`config.mk`:
```
export PLATFORM = sky130hd
export DESIGN_NAME = tone_sequencer_flat
export DESIGN_NICKNAME = d
export VERILOG_FILES = /design/src/rtl/tone_sequencer_if.sv /design/src/rtl/tone_sequencer.sv /design/src/flat_wrapper.sv
export SDC_FILE = /design/constraint.sdc
export NUM_CORES = 1
export LEC_CHECK = 0
export ABC_AREA = 1
export ABC_CLOCK_PERIOD_IN_PS = 2100
export CORE_UTILIZATION = 50
export DETAILED_ROUTE_END_ITERATION = 8
export MAX_ROUTING_LAYER = met4
export PLACE_DENSITY = 0.76
export SLEW_MARGIN = 20
export SYNTH_ARGS = -nofsm -noshare
export SYNTH_HDL_FRONTEND = slang
export SYNTH_SLANG_ARGS = --single-unit
```
`constraint.sdc`:
```
create_clock -name clock -period 2.1 [get_ports clock]
set_input_delay 0.42 -clock clock [delete_from_list [all_inputs] [get_ports clock]]
set_output_delay 0.42 -clock clock [all_outputs]
set_load 0.01 [all_outputs]
```
`src/rtl/tone_sequencer_if.sv`:
```
// Note-table read bus between tone_sequencer (master) and the external ROM/LUT (slave).
// The table is read combinationally at rom_addr.
interface tone_sequencer_if #(
  parameter int width = 16,
  parameter int AW    = 5,
  parameter int DUR_W = 8
);
  logic [AW-1:0]    rom_addr;
  logic [width-1:0] rom_divisor;
  logic [DUR_W-1:0] rom_duration;

  modport master (output rom_addr, input rom_divisor, input rom_duration);
  modport slave  (input rom_addr, output rom_divisor, output rom_duration);
endinterface

```
`src/rtl/tone_sequencer.sv`:
```
// Steps through an external note table and feeds each divisor to the clock divider for D ticks.
// Optional TONE_SEQ_GAP_EN adds a one-tick muted GAP after every note.
module tone_sequencer #(
  parameter int width       = 16,
  parameter int AW          = 5,
  parameter int DUR_W       = 8,
  parameter int TICK_CYCLES = 50000
) (
  input  logic                clock,
  input  logic                reset_n,
  input  logic                start,
  input  logic                stop,
  input  logic                loop,
  tone_sequencer_if.master    rom,
  output logic [width-1:0]    divisor,
  output logic                tone_en,
  output logic                busy,
  output logic                done
);
  localparam int TW = (TICK_CYCLES > 2) ? $clog2(TICK_CYCLES) : 1;

`ifdef TONE_SEQ_GAP_EN
  typedef enum logic [1:0] {IDLE, LOAD, PLAY, GAP} state_t;
`else
  typedef enum logic [1:0] {IDLE, LOAD, PLAY} state_t;
`endif

  state_t           state;
  logic [TW-1:0]    tick_cnt;
  logic [DUR_W-1:0] dur_cnt;
  logic             tick;
  logic             note_end;
  logic             last_addr;

  assign tick      = (tick_cnt == TW'(TICK_CYCLES - 1));
  assign last_addr = (rom.rom_addr == '1);

  // note_end marks the cycle after which the current entry is finished (incl. any gap)
  always_comb begin
    note_end = 1'b0;
`ifdef TONE_SEQ_GAP_EN
    note_end = (state == GAP) && tick;
`else
    note_end = (state == PLAY) && tick && (dur_cnt == DUR_W'(1));
`endif
  end

  always_ff @(posedge clock or negedge reset_n) begin
    if (!reset_n) begin
      state        <= IDLE;
      rom.rom_addr <= '0;
      divisor      <= '0;
      tone_en      <= 1'b0;
      busy         <= 1'b0;
      done         <= 1'b0;
      tick_cnt     <= '0;
      dur_cnt      <= '0;
    end else begin
      done <= 1'b0;
      if (state != IDLE && stop) begin
        state        <= IDLE;
        rom.rom_addr <= '0;
        divisor      <= '0;
        tone_en      <= 1'b0;
        busy         <= 1'b0;
        tick_cnt     <= '0;
        dur_cnt      <= '0;
      end else begin
        case (state)
          IDLE: begin
            rom.rom_addr <= '0;
            divisor      <= '0;
            tone_en      <= 1'b0;
            busy         <= 1'b0;
            if (start && !stop) begin
              state <= LOAD;
              busy  <= 1'b1;
            end
          end
          LOAD: begin
            if (rom.rom_duration == '0) begin
              // an empty song (marker at entry 0) never loops
              if (rom.rom_addr == '0 || !loop) begin
                state   <= IDLE;
                done    <= 1'b1;
                busy    <= 1'b0;
                divisor <= '0;
                tone_en <= 1'b0;
              end else begin
                rom.rom_addr <= '0;
              end
            end else begin
              divisor  <= rom.rom_divisor;
              tone_en  <= (rom.rom_divisor != '0);
              dur_cnt  <= rom.rom_duration;
              tick_cnt <= '0;
              state    <= PLAY;
            end
          end
          PLAY: begin
            tick_cnt <= tick ? '0 : tick_cnt + TW'(1);
            if (tick) begin
              dur_cnt <= dur_cnt - DUR_W'(1);
`ifdef TONE_SEQ_GAP_EN
              if (dur_cnt == DUR_W'(1)) begin
                state   <= GAP;
                tone_en <= 1'b0;
              end
`endif
            end
          end
`ifdef TONE_SEQ_GAP_EN
          GAP: tick_cnt <= tick ? '0 : tick_cnt + TW'(1);
`endif
          default: state <= IDLE;
        endcase

        // end of table behaves like a marker at a nonzero address
        if (note_end) begin
          if (!last_addr) begin
            rom.rom_addr <= rom.rom_addr + AW'(1);
            state        <= LOAD;
          end else if (loop) begin
            rom.rom_addr <= '0;
            state        <= LOAD;
          end else begin
            state        <= IDLE;
            done         <= 1'b1;
            busy         <= 1'b0;
            rom.rom_addr <= '0;
            divisor      <= '0;
            tone_en      <= 1'b0;
          end
        end
      end
    end
  end
endmodule

```
`src/flat_wrapper.sv`:
```
// flat-port wrapper written by rule: the top's interface ports become plain ports
module tone_sequencer_flat 
#(
  parameter int width       = 16,
  parameter int AW          = 5,
  parameter int DUR_W       = 8,
  parameter int TICK_CYCLES = 50000
)
  (clock, reset_n, start, stop, loop, divisor, tone_en, busy, done, rom_rom_addr, rom_rom_divisor, rom_rom_duration);
  tone_sequencer_if #(.width(width), .AW(AW), .DUR_W(DUR_W)) rom_i ();
  input  logic clock;
  input  logic reset_n;
  input  logic start;
  input  logic stop;
  input  logic loop;
  output logic [width-1:0] divisor;
  output logic tone_en;
  output logic busy;
  output logic done;
  output wire logic [$bits(rom_i.rom_addr)-1:0] rom_rom_addr;
  input wire logic [$bits(rom_i.rom_divisor)-1:0] rom_rom_divisor;
  input wire logic [$bits(rom_i.rom_duration)-1:0] rom_rom_duration;
  assign rom_rom_addr = rom_i.rom_addr;
  assign rom_i.rom_divisor = rom_rom_divisor;
  assign rom_i.rom_duration = rom_rom_duration;
  tone_sequencer #(.width(width), .AW(AW), .DUR_W(DUR_W), .TICK_CYCLES(TICK_CYCLES)) u_core (.clock(clock), .reset_n(reset_n), .start(start), .stop(stop), .loop(loop), .rom(rom_i), .divisor(divisor), .tone_en(tone_en), .busy(busy), .done(done));
endmodule
```
Yosys cells after proc, flatten, opt, wreduce, memory -nomap -nowiden
Index checks and enable logic that the tools add are counted.

storage, ports and cells
  register bits = 50

operators by class
  add/subtract/negate cells = 3
  equal/unequal tests = 12
  mux-type cells = 51
  reduce and logical (&&, ||, !) cells = 18

operators with widths
  cell                     number
  $mux W16                 9
  $pmux W16 S2             2
  $mux W5                  5
  $mux W8                  3
  $mux W1                  21
  $add A16 B1 Y16 const B  1
  $eq A16 B16 Y1 const B   1
  $pmux W8 S2              1
  $reduce_bool A16 Y1      1
  $mux W2                  6
  $pmux W5 S2              1
  $ne A3 B2 Y1 const B     3
  $reduce_and A3 Y1        3
  $eq A8 B1 Y1 const B     1
  $logic_not A8 Y1         1
  $ne A4 B1 Y1 const B     2
  $sub A8 B1 Y8 const B    1
  $pmux W2 S3              1
  $add A5 B1 Y5 const B    1
  $eq A5 B5 Y1 const B     1
  $logic_not A5 Y1         1
  $ne A5 B3 Y1 const B     1
  $logic_and A1 B1 Y1      4
  $ne A4 B2 Y1 const B     1
  other kinds (10)         12

Logic depth before layout (Yosys ltp)
  word-level depth = 9
  gate-level depth with buffers = 11
  depth with buffers taken out = 11

Worst setup path before layout
OpenSTA, ideal clock, no wires.

  kind = reg2reg
  start point = reg u_core.rom.rom_addr[0]
  end point = reg u_core.busy
  setup time = 120 ps
  arrival time = 1502 ps
  path slack = 478 ps
  stages on the path, launching flop included = 10
  path buffers = 1
  clock period less this slack = 1622 ps
  cells stage by stage = dfrtp_1 > ha_1 > and3_1 > ha_1 > inv_1 > nor2_1 > nand3_4 > nand2_8 > buf_12 > nor2_2

between the ends
  word-level cells in the longest chain between the ends = 9
  elaborated cells on any way between the ends = 10

ends and longest elaborated chain
  element                   RTL line                 RTL
  start: declaration        tone_sequencer_if.sv:12  modport master (output rom_addr, input rom_divisor, input rom_duration);
  start signal: assignment  tone_sequencer.sv:121    rom.rom_addr <= rom.rom_addr + AW'(1);
  $logic_not A5 Y1          tone_sequencer.sv:83     if (rom.rom_addr == '0 || !loop) begin
  $logic_or A1 B1 Y1        tone_sequencer.sv:83
  $mux W1                   tone_sequencer.sv:83
  $mux W1                   tone_sequencer.sv:81     if (rom.rom_duration == '0) begin
  $pmux W1 S2               tone_sequencer.sv:69     case (state)
  $mux W1                   tone_sequencer.sv:123    end else if (loop) begin
  $mux W1                   tone_sequencer.sv:120    if (!last_addr) begin
  $mux W1 *                 tone_sequencer.sv:119    if (note_end) begin
  $mux W1 *                 tone_sequencer.sv:60     if (state != IDLE && stop) begin
  end signal: assignment    tone_sequencer.sv:65     busy <= 1'b0;
  end signal: assignment    tone_sequencer.sv:74     busy <= 1'b0;
  end signal: assignment    tone_sequencer.sv:129    busy <= 1'b0;
  end: declaration          tone_sequencer.sv:17     output logic busy,

Every way passes the cells marked *; elsewhere a longest branch is shown, timed or not.
A chain may end at the register's enable or synchronous reset.

Worst setup path after layout
  start point = reg u_core.rom.rom_addr[0]
  end point = reg u_core.divisor[4]

between the ends
  word-level cells in the longest chain between the ends = 9
  elaborated cells on any way between the ends = 10

ends and longest elaborated chain
  element                 RTL line               RTL
  $logic_not A5 Y1        tone_sequencer.sv:83
  $logic_or A1 B1 Y1      tone_sequencer.sv:83
  $mux W16                tone_sequencer.sv:83
  $mux W16                tone_sequencer.sv:81
  $pmux W16 S2            tone_sequencer.sv:69
  $mux W16                tone_sequencer.sv:123
  $mux W16                tone_sequencer.sv:120
  $mux W16 *              tone_sequencer.sv:119
  $mux W16 *              tone_sequencer.sv:60
  end signal: assignment  tone_sequencer.sv:93   divisor <= rom.rom_divisor;
  end: declaration        tone_sequencer.sv:15   output logic [width-1:0] divisor,

Marked as above.

==> results.txt <==
----------------------------------------------------
[Route]
  Met3 wirelength from detailed routing ... approximately 290 um
  Metal2 WL ... between 3 and 4 mm
  Pre-Repair DR Iteration Count ... 5
  Via Count ... 2865
  Count of nets left with antenna violations after detail routing ... 0
  Post-DR vias/cell ... 5.31
  First-iteration detailed-routing DRC count ... around 160
  DRC errors left ... 0
  Aggregate routed wire length ... about 7 mm
  WL met1 ... between 3 and 4 mm
  Top metal layer carrying routed signals ... met4
  Drt wl/cell ... ~13 um

[Setup path]
  Crit Path Max Fanout ... 17
  Required time worst endpoint ... 2.33 ns
  Startpoint type of the worst setup path ... register
  Data arrival time of the critical path ... between 2 and 2.5 ns
  Worst setup path class ... register to register
  Crit. End Element ... register

[Pwr]
  Static leakage power ... 1.70 nW
  Power, Total ... approximately 3.7 mW
  Pwr dens ... approximately 980 nW/um2
  Max rail drop VDD ... about 0.55 mV

[Clock network]
  Skew-Pair Late Insertion Delay ... roughly 0.31 ns
  Maximum clock path buffer count ... 2
  Clock tree root buffer cell ... sky130_fd_sc_hd__clkbuf_8
  Number of post-CTS setup repair buffers ... 0
  TritonCTS clock tree ... built
  Clock-pin slew reported for the worst setup and hold paths after clock tree synthesis ... approximately 0.1 ns
  Number of hold-repair buffers added at the cts stage ... 0
  Clock tree sinks ... 50
  H-tree levels ... 2
  CTS-repair resized insts ... 0
  Number of buffers inserted during clock tree synthesis ... 5

[Global routing]
  Aggregate global-route resource usage ... ~25%
  Wire length of the first global-routing pass ... 12.4 mm
  GRT Residual Overflow ... 0
  Pin count of the biggest net entering global routing ... 30
  Vias in the first global route ... ~2700
  Number of antenna violations at the first check in global routing ... 0

[Logic synthesis]
  Synthesized instance count ... around 410
  Ys async rst share ... 100%
  Post-synthesis cell area ... 3110 um2
  Avg Cell Area, Syn ... ~7.6 um2
  Library cells used by synthesis ... 39
  Number of enable-type register cells in the synthesized netlist ... 0
  Post-synthesis share of cell area spent on and, or, nand and nor gates ... between 30% and 40%
  Main combinational cell family by area after synthesis ... simple AND/OR/NAND/NOR gates
  Parity-gate share of the synthesized area counting xor and xnor cells ... roughly 2.0%
  Warnings from Yosys ... 0
  Post-Syn Nets ... around 450
  Area fraction in compound gates after synthesis ... between 10% and 20%
  Portion of the post-synthesis area used by sequential elements ... 40.2%
  Adder-cell share of the synthesized area ... under 10%
  Most used flip-flop cell after synthesis ... sky130_fd_sc_hd__dfrtp_1
  Register bit count reported by yosys ... 50
  Multiplexer share of the synthesized area ... 0.322%

[Place]
  Number of buffer cells added on primary ports ... 52
  Placed inst area ... between 3000 and 4000 um2
  Cell count after placement ... 533
  HPWL reported at the end of detailed placement ... around 5.4 mm
  Worst setup slack after placement ... 0.00706 ns
  Global placement routability congestion ... between 0.9 and 1

[Timing]
  Final sum of negative setup slack ... 0 ns
  Final-report setup violation count ... 0
  Minimum setup slack in the final design ... 0.242 ns
  Count of endpoints failing hold in the final timing report ... 0
  Worst clock skew ... 0.00815 ns
  Total count of max-transition violations in the final report ... 0
  Transition time at the pin with the least slew margin ... 0.534 ns
  Period minus WS final ... about 1.9 ns
  Post-route clock period utilization ... 88.5%
  Worst hold margin ... 0.0741 ns
  Worst max-slew margin expressed relative to the limit ... about 64%
  Peak clock frequency supported by timing ... 0.538 GHz
  RSZ-0062 raised after global routing ... false

[Layout]
  Post-layout nets ... 500
  Area of all placed cells without fillers ... 3770 um2
  Synthesis-to-layout area growth ... 21.2%
  Share of final-layout standard cells stronger than drive strength 1 ... about an eighth
  End-of-flow core utilization ... 63.3%
  Number of non-filler instances in the completed layout ... 540
  Antenna diode count ... 0

[Floorplan]
  Die Y ... about 80 um
  Die Area ... 6540 um2
  Initial Util ... 52.2%
  Die extent in x ... ~81 um
  Placeable core area ... roughly 6000 um2
  Number of top-level pins ... 53
  FP Rows ... 28

[Run status]
  Result of the run ... complete, no violations

[Job]
  Max-cap check violation count ... 0

[Min path]
  HP Class ... input port to async pin

----------------------------------------------------
where the power goes:
part | leakage (nW) | switching, mW | internal [mW]
Sequential | 0.674 | 0.175 | 1.18
Combinational | 0.977 | 1.10 | 0.674
Clock | 0.0444 | 0.337 | 0.231
Total | 1.70 | 1.61 | 2.09
metal layers:
layer / vias up / GRT usage (%)
met3: 12 / 4.04
met2: 65 / 39.2
met5: - / -
li1: 1449 / -
met4: 0 / 10.4
met1: 1339 / 32.9
state kept, by name (all words and copies together) (netlist names):
register / count
u_core.rom.rom_addr: 5
u_core.divisor: 16
u_core.state: 2
u_core.tick_cnt: 16
u_core.busy: 1
u_core.tone_en: 1
u_core.done: 1
u_core.dur_cnt: 8
worst max-delay path, stage by stage (launching register included):
cell and delay, ns:
sky130_fd_sc_hd__dfrtp_1 0.44, sky130_fd_sc_hd__inv_1 0.07, sky130_fd_sc_hd__ha_1 0.19, sky130_fd_sc_hd__inv_1 0.05, sky130_fd_sc_hd__nor2_1 0.03, sky130_fd_sc_hd__a21oi_1 0.28, sky130_fd_sc_hd__nand3_1 0.18, sky130_fd_sc_hd__nand2_2 0.29
sky130_fd_sc_hd__nand2_1 0.10, sky130_fd_sc_hd__a21oi_1 0.15
cell usage in the layout, fill, tap and decap left out, types with 3 or more instances in the layout:
master	count
sky130_fd_sc_hd__nor2_1	55
sky130_fd_sc_hd__nand3_1	37
sky130_fd_sc_hd__a21oi_1	15
sky130_fd_sc_hd__xor2_1	6
sky130_fd_sc_hd__o22ai_1	3
sky130_fd_sc_hd__dfrtp_1	50
sky130_fd_sc_hd__inv_2	9
sky130_fd_sc_hd__o21ai_1	14
sky130_fd_sc_hd__nor2_2	7
sky130_fd_sc_hd__clkbuf_8	5
sky130_fd_sc_hd__nand3b_1	3
sky130_fd_sc_hd__nand2_2	6
sky130_fd_sc_hd__clkdlybuf4s50_1	51
sky130_fd_sc_hd__a21oi_2	9
sky130_fd_sc_hd__o21ai_0	12
sky130_fd_sc_hd__inv_1	33
sky130_fd_sc_hd__nand2_1	105
sky130_fd_sc_hd__ha_1	6
sky130_fd_sc_hd__nand4_1	9
sky130_fd_sc_hd__o21ai_2	3
final timing paths:
check,start,endpoint,slack (ns),depth (start not counted)
setup / recovery,u_core.rom.rom_addr[0],u_core.divisor[4],0.24,9
hold / removal,reset_n,u_core.tick_cnt[12],0.07,1
setup reg to reg,u_core.rom.rom_addr[0],u_core.divisor[4],0.24,9
hold reg to reg,u_core.dur_cnt[1],u_core.dur_cnt[1],0.50,2
max in group asynchronous,reset_n,u_core.divisor[8],1.48,2
min in group clock,u_core.dur_cnt[1],u_core.dur_cnt[1],0.50,2
cell usage after synthesis (6+ instances only):
| master | n | share of area (%) |
|---|---|---|
| sky130_fd_sc_hd__nand3_1 | 37 | 6.0 |
| sky130_fd_sc_hd__nand2_2 | 6 | 1.2 |
| sky130_fd_sc_hd__nand4_1 | 9 | 1.8 |
| sky130_fd_sc_hd__a21oi_2 | 9 | 2.5 |
| sky130_fd_sc_hd__xor2_1 | 6 | 1.7 |
| sky130_fd_sc_hd__o21ai_1 | 14 | 2.3 |
| sky130_fd_sc_hd__a21oi_1 | 15 | 2.4 |
| sky130_fd_sc_hd__nand2_1 | 105 | 13 |
| sky130_fd_sc_hd__o21ai_0 | 12 | 1.9 |
| sky130_fd_sc_hd__ha_1 | 6 | 2.4 |
| sky130_fd_sc_hd__inv_1 | 33 | 4.0 |
| sky130_fd_sc_hd__nor2_1 | 55 | 6.6 |
| sky130_fd_sc_hd__inv_2 | 9 | 1.1 |
| sky130_fd_sc_hd__nor2_2 | 7 | 1.4 |
| sky130_fd_sc_hd__dfrtp_1 | 50 | 40 |
kinds of logic after synthesis:
logic type	count (synthesis)
and+or+nand+nor	236
AOI/OAI and AO/OA	61
buffers and inverters	50
DFF	50
xor gates and xnor gates	7
adders and majority gates	6
muxes	1
final cells by class:
type	count	area, um2
fill	553	2190
multi-input combinational	311	1630
sequential	50	1250
timing repair buffer	55	551
inverter	42	158
tap	75	93.8
clock buffer	5	68.8
clock inverter	2	13.8
Note: power is estimated with default switching activity, not from simulation.
